<file path="config.mk">
export PLATFORM = sky130hd
export DESIGN_NAME = muldiv_ctrl_flat
export DESIGN_NICKNAME = d
export VERILOG_FILES = /design/src/rtl/muldiv_ctrl_if.sv /design/src/rtl/muldiv_ctrl.sv /design/src/flat_wrapper.sv
export SDC_FILE = /design/constraint.sdc
export NUM_CORES = 1
export LEC_CHECK = 0
export BUFFER_PORTS_ARGS = -buffer_cell sky130_fd_sc_hd__buf_2
export CAP_MARGIN = 20
export CORE_ASPECT_RATIO = 0.75
export CORE_MARGIN = 5
export CORE_UTILIZATION = 60
export CTS_CLUSTER_DIAMETER = 60
export DETAILED_ROUTE_END_ITERATION = 8
export PLACE_DENSITY = 0.87
export SYNTH_ARGS = -nofsm -noshare
export SYNTH_HDL_FRONTEND = slang
export SYNTH_SLANG_ARGS = --single-unit
</file>
<file path="constraint.sdc">
create_clock -name clk -period 6.45 [get_ports clk]
set_clock_uncertainty 0.15 [all_clocks]
set_input_delay 0.645 -clock clk [delete_from_list [all_inputs] [get_ports clk]]
set_output_delay 0.645 -clock clk [all_outputs]
set_load 0.01 [all_outputs]
</file>
<file path="src/rtl/muldiv_ctrl_if.sv">
// Handshake and data bundle between a pipeline and the iterative multiply/divide unit.
// The pipeline side uses the master modport; the unit uses the slave modport.
interface muldiv_ctrl_if;
    logic        start;
    logic [2:0]  funct3;
    logic [31:0] ReadData1;
    logic [31:0] ReadData2;
    logic        flush;
    logic        busy;
    logic        stall;
    logic        done;
    logic [31:0] MulDivResult;

    modport master (
        output start, funct3, ReadData1, ReadData2, flush,
        input  busy, stall, done, MulDivResult
    );

    modport slave (
        input  start, funct3, ReadData1, ReadData2, flush,
        output busy, stall, done, MulDivResult
    );
endinterface

</file>
<file path="src/rtl/muldiv_ctrl.sv">
// Iterative 32-bit RISC-V M-extension unit: 32-step shift-add multiply and restoring
// divide on operand magnitudes, followed by a one-cycle sign-fix and result select.
module muldiv_ctrl #(
    parameter bit DIV0_SHORTCUT = 1'b1
) (
    input  logic        clk,
    input  logic        rst_n,
    muldiv_ctrl_if.slave bus
);

    localparam logic [1:0] ST_IDLE = 2'd0;
    localparam logic [1:0] ST_CALC = 2'd1;
    localparam logic [1:0] ST_FIX  = 2'd2;
    localparam logic [1:0] ST_DONE = 2'd3;

    localparam logic [5:0] LAST_STEP = 6'd31;

    logic [1:0]  state;
    logic [2:0]  op;
    logic [31:0] a_mag;
    logic [31:0] b_mag;
    logic        a_neg;
    logic        b_neg;
    logic        div0;
    logic [5:0]  cnt;
    logic [63:0] acc;
    logic [31:0] result;

    // Request decode: signedness per operation, then sign and magnitude of each operand.
    logic        in_a_signed;
    logic        in_b_signed;
    logic        in_a_neg;
    logic        in_b_neg;
    logic [31:0] in_a_mag;
    logic [31:0] in_b_mag;
    logic        in_div0;
    logic [31:0] in_div0_result;

    // NOTE: every signal written in an always_comb gets a default first, so no path can leave it unassigned and infer a latch.
    always_comb begin
        in_a_signed = 1'b0;
        in_b_signed = 1'b0;
        unique case (bus.funct3)
            3'b000, 3'b001, 3'b100, 3'b110: begin
                in_a_signed = 1'b1;
                in_b_signed = 1'b1;
            end
            3'b010: begin
                in_a_signed = 1'b1;
            end
            default: begin
                in_a_signed = 1'b0;
                in_b_signed = 1'b0;
            end
        endcase
        in_a_neg       = in_a_signed & bus.ReadData1[31];
        in_b_neg       = in_b_signed & bus.ReadData2[31];
        in_a_mag       = in_a_neg ? (32'd0 - bus.ReadData1) : bus.ReadData1;
        in_b_mag       = in_b_neg ? (32'd0 - bus.ReadData2) : bus.ReadData2;
        in_div0        = bus.funct3[2] && (bus.ReadData2 == 32'd0);
        in_div0_result = bus.funct3[1] ? bus.ReadData1 : 32'hFFFF_FFFF;
    end

    // One iteration step. Multiply: acc = {partial product, remaining multiplier bits}.
    // Divide: acc = {partial remainder, remaining dividend bits / quotient bits}.
    logic [32:0] mul_sum;
    logic [32:0] div_trial;
    logic [32:0] div_diff;
    logic        div_ge;
    logic [63:0] acc_step;

    always_comb begin
        mul_sum   = {1'b0, acc[63:32]} + {1'b0, (acc[0] ? a_mag : 32'd0)};
        div_trial = acc[63:31];
        div_diff  = div_trial - {1'b0, b_mag};
        div_ge    = (div_trial >= {1'b0, b_mag});
        if (op[2]) begin
            acc_step = {(div_ge ? div_diff[31:0] : div_trial[31:0]), acc[30:0], div_ge};
        end else begin
            acc_step = {mul_sum, acc[31:1]};
        end
    end

    // Sign correction and result select, used only in FIX. A zero divisor leaves the
    // dividend as the remainder on its own; only the quotient has to be forced.
    logic [63:0] prod_fixed;
    logic [31:0] quo_fixed;
    logic [31:0] rem_fixed;
    logic [31:0] fix_result;

    always_comb begin
        prod_fixed = (a_neg ^ b_neg) ? (64'd0 - acc) : acc;
        if (div0) begin
            quo_fixed = 32'hFFFF_FFFF;
        end else begin
            quo_fixed = (a_neg ^ b_neg) ? (32'd0 - acc[31:0]) : acc[31:0];
        end
        rem_fixed = a_neg ? (32'd0 - acc[63:32]) : acc[63:32];
        unique case (op)
            3'b000:                 fix_result = prod_fixed[31:0];
            3'b001, 3'b010, 3'b011: fix_result = prod_fixed[63:32];
            3'b100, 3'b101:         fix_result = quo_fixed;
            default:                fix_result = rem_fixed;
        endcase
    end

    // NOTE: state registers use non-blocking assignments so every flop samples pre-edge values.
    always_ff @(posedge clk or negedge rst_n) begin
        if (!rst_n) begin
            state  <= ST_IDLE;
            op     <= 3'd0;
            a_mag  <= 32'd0;
            b_mag  <= 32'd0;
            a_neg  <= 1'b0;
            b_neg  <= 1'b0;
            div0   <= 1'b0;
            cnt    <= 6'd0;
            acc    <= 64'd0;
            result <= 32'd0;
        end else if (bus.flush) begin
            state <= ST_IDLE;
        end else begin
            unique case (state)
                ST_IDLE: begin
                    if (bus.start) begin
                        op    <= bus.funct3;
                        a_mag <= in_a_mag;
                        b_mag <= in_b_mag;
                        a_neg <= in_a_neg;
                        b_neg <= in_b_neg;
                        div0  <= in_div0;
                        cnt   <= 6'd0;
                        acc   <= {32'd0, (bus.funct3[2] ? in_a_mag : in_b_mag)};
                        if (DIV0_SHORTCUT && in_div0) begin
                            result <= in_div0_result;
                            state  <= ST_DONE;
                        end else begin
                            state <= ST_CALC;
                        end
                    end
                end
                ST_CALC: begin
                    acc <= acc_step;
                    cnt <= cnt + 6'd1;
                    if (cnt == LAST_STEP) begin
                        state <= ST_FIX;
                    end
                end
                ST_FIX: begin
                    result <= fix_result;
                    state  <= ST_DONE;
                end
                default: begin
                    state <= ST_IDLE;
                end
            endcase
        end
    end

    assign bus.busy         = (state == ST_CALC) || (state == ST_FIX);
    assign bus.stall        = ((state == ST_IDLE) && bus.start) || bus.busy;
    assign bus.done         = (state == ST_DONE);
    assign bus.MulDivResult = result;

endmodule

</file>
<file path="src/flat_wrapper.sv">
// flat-port wrapper written by rule: the top's interface ports become plain ports
module muldiv_ctrl_flat 
#(
    parameter bit DIV0_SHORTCUT = 1'b1
)
  (clk, rst_n, bus_start, bus_funct3, bus_ReadData1, bus_ReadData2, bus_flush, bus_busy, bus_stall, bus_done, bus_MulDivResult);
  muldiv_ctrl_if bus_i ();
  input  logic clk;
  input  logic rst_n;
  input wire logic [$bits(bus_i.start)-1:0] bus_start;
  input wire logic [$bits(bus_i.funct3)-1:0] bus_funct3;
  input wire logic [$bits(bus_i.ReadData1)-1:0] bus_ReadData1;
  input wire logic [$bits(bus_i.ReadData2)-1:0] bus_ReadData2;
  input wire logic [$bits(bus_i.flush)-1:0] bus_flush;
  output wire logic [$bits(bus_i.busy)-1:0] bus_busy;
  output wire logic [$bits(bus_i.stall)-1:0] bus_stall;
  output wire logic [$bits(bus_i.done)-1:0] bus_done;
  output wire logic [$bits(bus_i.MulDivResult)-1:0] bus_MulDivResult;
  assign bus_i.start = bus_start;
  assign bus_i.funct3 = bus_funct3;
  assign bus_i.ReadData1 = bus_ReadData1;
  assign bus_i.ReadData2 = bus_ReadData2;
  assign bus_i.flush = bus_flush;
  assign bus_busy = bus_i.busy;
  assign bus_stall = bus_i.stall;
  assign bus_done = bus_i.done;
  assign bus_MulDivResult = bus_i.MulDivResult;
  muldiv_ctrl #(.DIV0_SHORTCUT(DIV0_SHORTCUT)) u_core (.clk(clk), .rst_n(rst_n), .bus(bus_i));
endmodule
</file>
==> summary.txt <==
Status
  – Status: finished clean

Worst setup path
  – FF-to-FF Start: u_core.acc[0]
  – CP Class: reg2reg
  – CP Data Required Time: 6.64 ns
  – Crit path capture type: flip-flop
  – Crit path from: u_core.acc[0]
  – Crit-path max FO: 36
  – Worst r2r path cells: 13
  – Reg2reg setup slack: 1.80 ns
  – Critical Path AT: 4.84 ns
  – FF-to-FF End: u_core.acc[61]
  – CP Capture Point: u_core.acc[61]
  – Startpoint Class: flip-flop

Yosys
  – Sequential cell area fraction in the yosys report: 27.6%
  – Post-synthesis net count: 2180
  – Synth Flop Type: dfrtp_1
  – Async set-reset flop share out of synthesis: 100%
  – Post-synthesis register bit count: 174
  – Yosys cell types: 80
  – EDFF count, synth: 0
  – Mapped Area: 15800 um2
  – Synthesized instance count: 2034
  – Syn avg cell area: 7.76 um2
  – Synth warn: 0

Clock network
  – Num CTS Buffers: 17
  – Hold_buf cts: 0
  – Clock-pin slew on the worst setup and hold paths: 0.08 ns
  – Clock sinks: 174
  – Clk buf depth: 2
  – Clk root buf: clkbuf_16
  – Post-CTS Resized: 0
  – Clock latency on the worst-skew pair: 0.46 ns
  – TritonCTS clock tree: yes
  – Postcts setup bufs: 0
  – CTS H-Tree Depth: 4

STA
  – Final worst path period share: 72.1%
  – Final hold viol count: 0
  – RSZ-0062 raised after global routing: false
  – Final min period: 4.65 ns
  – Total negative setup slack: 0 ns
  – Final Max Slew Viols: 0
  – Final number of setup-violating endpoints: 0
  – Fmax: 215 MHz
  – Slew HR: 30.8%
  – Worst-margin pin slew: 1.04 ns

Placement
  – Number of I/O port buffers: 105
  – Post-DP HPWL: 42400 um
  – Final GP Congestion: 1.01

Detailed routing
  – WL per Instance: 23.4 um
  – DR vias/cell: 6.86
  – Total number of vias: 16500
  – Highest routed layer: met4
  – TritonRoute pass-1 iters: 7
  – WL final: 56200 um
  – Met2 WL post-DR: 22900 um
  – Initial DRC Count: 2457
  – Detail Route met3 WL: 7520 um
  – Antenna viol nets, final: 0
  – Number of remaining DRC errors: 0
  – M1 WL: 23000 um

Flow run
  – MaxCap Viol Count: 0

Floorplan
  – Ports: 106
  – DIE AREA: 29700 um2
  – Starting density of the core: 60.9%
  – Row Count: 51
  – Die W: 197 um
  – Core area: 25900 um2
  – Die Y: 150 um

Final layout
  – Area Overhead vs Synth: 8.04%
  – Share of cells above drive strength 1: 10.2%
  – Final #Nets: 2196
  – Layout Utilization: 65.8%
  – Fill cells: 2219
  – Diode count: 0

Global routing
  – First-pass GRT wire length: 87400 um
  – Total GRT Usage: 37.5%
  – Initial antenna violation count: 0
  – GRT Residual Overflow: 0
  – Largest net degree at the start of global routing: 89
  – Number of global-route vias before repair: 15500

Hold path
  – Hold crit path type: in2async

Pwr
  – Maximum vdd drop: 270 uV
  – Leakage dissipation: 0.00746 uW
  – Power Density: 562 nW/um2
[Yosys cell counts (8+ instances only)]
cell,count,area (um2)
nor4_1,16,100
nand2_1,218,818
ha_1,73,913
mux2i_1,43,430
or2_2,8,50.1
nand4_1,18,113
o21ai_0,202,1010
nor3_1,47,235
inv_1,66,248
o211ai_1,18,135
a21o_1,42,315
o41ai_1,10,87.6
and2_1,42,263
nand3_1,31,155
mux2_2,20,225
nor2_1,160,601
o221ai_1,14,123
or4_1,13,97.6
nand2b_1,17,106
dfrtp_1,174,4350
o21a_1,20,150
a221o_1,12,120
xnor2_1,100,876
nor3b_1,14,105
xor2_1,92,806
a31oi_1,22,138
o31ai_1,20,150
or3_1,25,156
nor2b_1,17,106
a21oi_1,192,961
buf_1,11,41.3
a22oi_1,9,67.6
clkbuf_1,114,428
a211oi_1,34,255
[cells by family (layout without fill, tap and decap cells)]
| kind of cell | count (synthesis) | count (layout) | synth area share [%] |
|---|---|---|---|
| buffers and inverters | 198 | 227 | 4.79 |
| XOR/XNOR | 192 | 192 | 10.7 |
| AO/OA/AOI/OAI | 674 | 674 | 26.5 |
| adder cells (fa/ha/maj) | 75 | 75 | 6.04 |
| flip-flops | 174 | 174 | 27.6 |
| AND/OR/NAND/NOR | 658 | 658 | 20.2 |
| multiplexers | 63 | 63 | 4.16 |
[cell type report]
cell class / count / area, um2 / area share, %
clock buffers: 18 / 439 / 2.58
repair buffers: 127 / 714 / 4.19
multi-input cells: 1662 / 10700 / 62.7
well taps: 344 / 430 / 2.53
flip-flops and latches: 174 / 4360 / 25.6
inverters: 68 / 255 / 1.50
clock inverters: 14 / 156 / 0.918
[where the power goes]
| group | switching (uW) | internal (uW) | total [uW] |
|---|---|---|---|
| Sequential | 758 | 1580 | 2340 |
| Clock | 516 | 590 | 1110 |
| Combinational | 3760 | 2380 | 6140 |
[how the worst min path moves through the flow]
stage                                startpoint  slack, ns                     endpoint
finish                                    rst_n       0.05               u_core.acc[55]
global placement    u_core.bus.MulDivResult[26]       0.30  u_core.bus.MulDivResult[26]
global route                              rst_n       0.11             u_core.b_mag[25]
detailed placement  u_core.bus.MulDivResult[26]       0.31  u_core.bus.MulDivResult[26]
CTS                                       rst_n       0.09               u_core.acc[55]
floorplan                                 rst_n       0.20              u_core.a_mag[0]
[worst max-delay path, stage by stage (launching register included)]
cell	delay [ns]
dfrtp_1	0.97
and2_1	0.24
ha_1	0.20
inv_1	0.07
fa_1	0.40
nor2b_1	0.18
o2111ai_1	0.15
a32oi_1	0.39
a31oi_1	0.28
a211oi_1	0.52
o21ai_0	0.27
a31oi_1	0.28
xor2_1	0.11
a221o_1	0.33
[registers in the layout, summed over array words and instances, names as in the netlist, 2 cells and up]
name,flops
u_core.bus.MulDivResult,32
u_core.acc,64
u_core.cnt,6
u_core.op,3
u_core.state,2
u_core.b_mag,32
u_core.a_mag,32
[routing by layer]
layer | track usage, % | vias to the layer above
met1 | 53.6 | 7749
li1 | - | 7374
met3 | 10.1 | 177
met5 | 0 | -
met2 | 53.3 | 1211
met4 | 16.5 | 0
[placed cells by master, fill, tap and decap left out, types with 9 or more instances in the layout]
master,netlist,layout
buf_4,0,20
o21a_1,20,20
or3_1,25,25
a21o_1,42,42
o221ai_1,14,14
nand2_1,218,218
inv_1,66,66
nor3_1,47,47
and2_1,42,42
mux2_2,20,20
nand2b_1,17,17
o211ai_1,18,18
o31ai_1,20,20
nor4_1,16,16
xnor2_1,100,99
nor3b_1,14,13
a21oi_1,192,192
a31oi_1,22,22
nand3_1,31,31
nand4_1,18,18
mux2i_1,43,43
buf_2,4,104
or4_1,13,13
xor2_1,92,91
nor2b_1,17,17
a22oi_1,9,9
dfrtp_1,174,173
ha_1,73,73
a221o_1,12,12
clkbuf_16,0,17
a211oi_1,34,34
nor2_1,160,159
o21ai_0,202,201
o41ai_1,10,10
[through the flow]
stage	std cells	power (uW)	hold slack [ns]	instance area, um2	worst slack [ns]
6_report	2407	9580	0.0550	17000	1.80
5_1_grt	2407	10200	0.106	17000	1.44
4_1_cts	2406	9340	0.0934	17000	1.98
3_5_place_dp	2374	8220	0.312	16400	2.00
3_3_place_gp	2372	8040	0.305	16400	2.25
2_1_floorplan	2034	6540	0.199	15800	2.84
No activity file was read; power rests on OpenSTA's default activity.
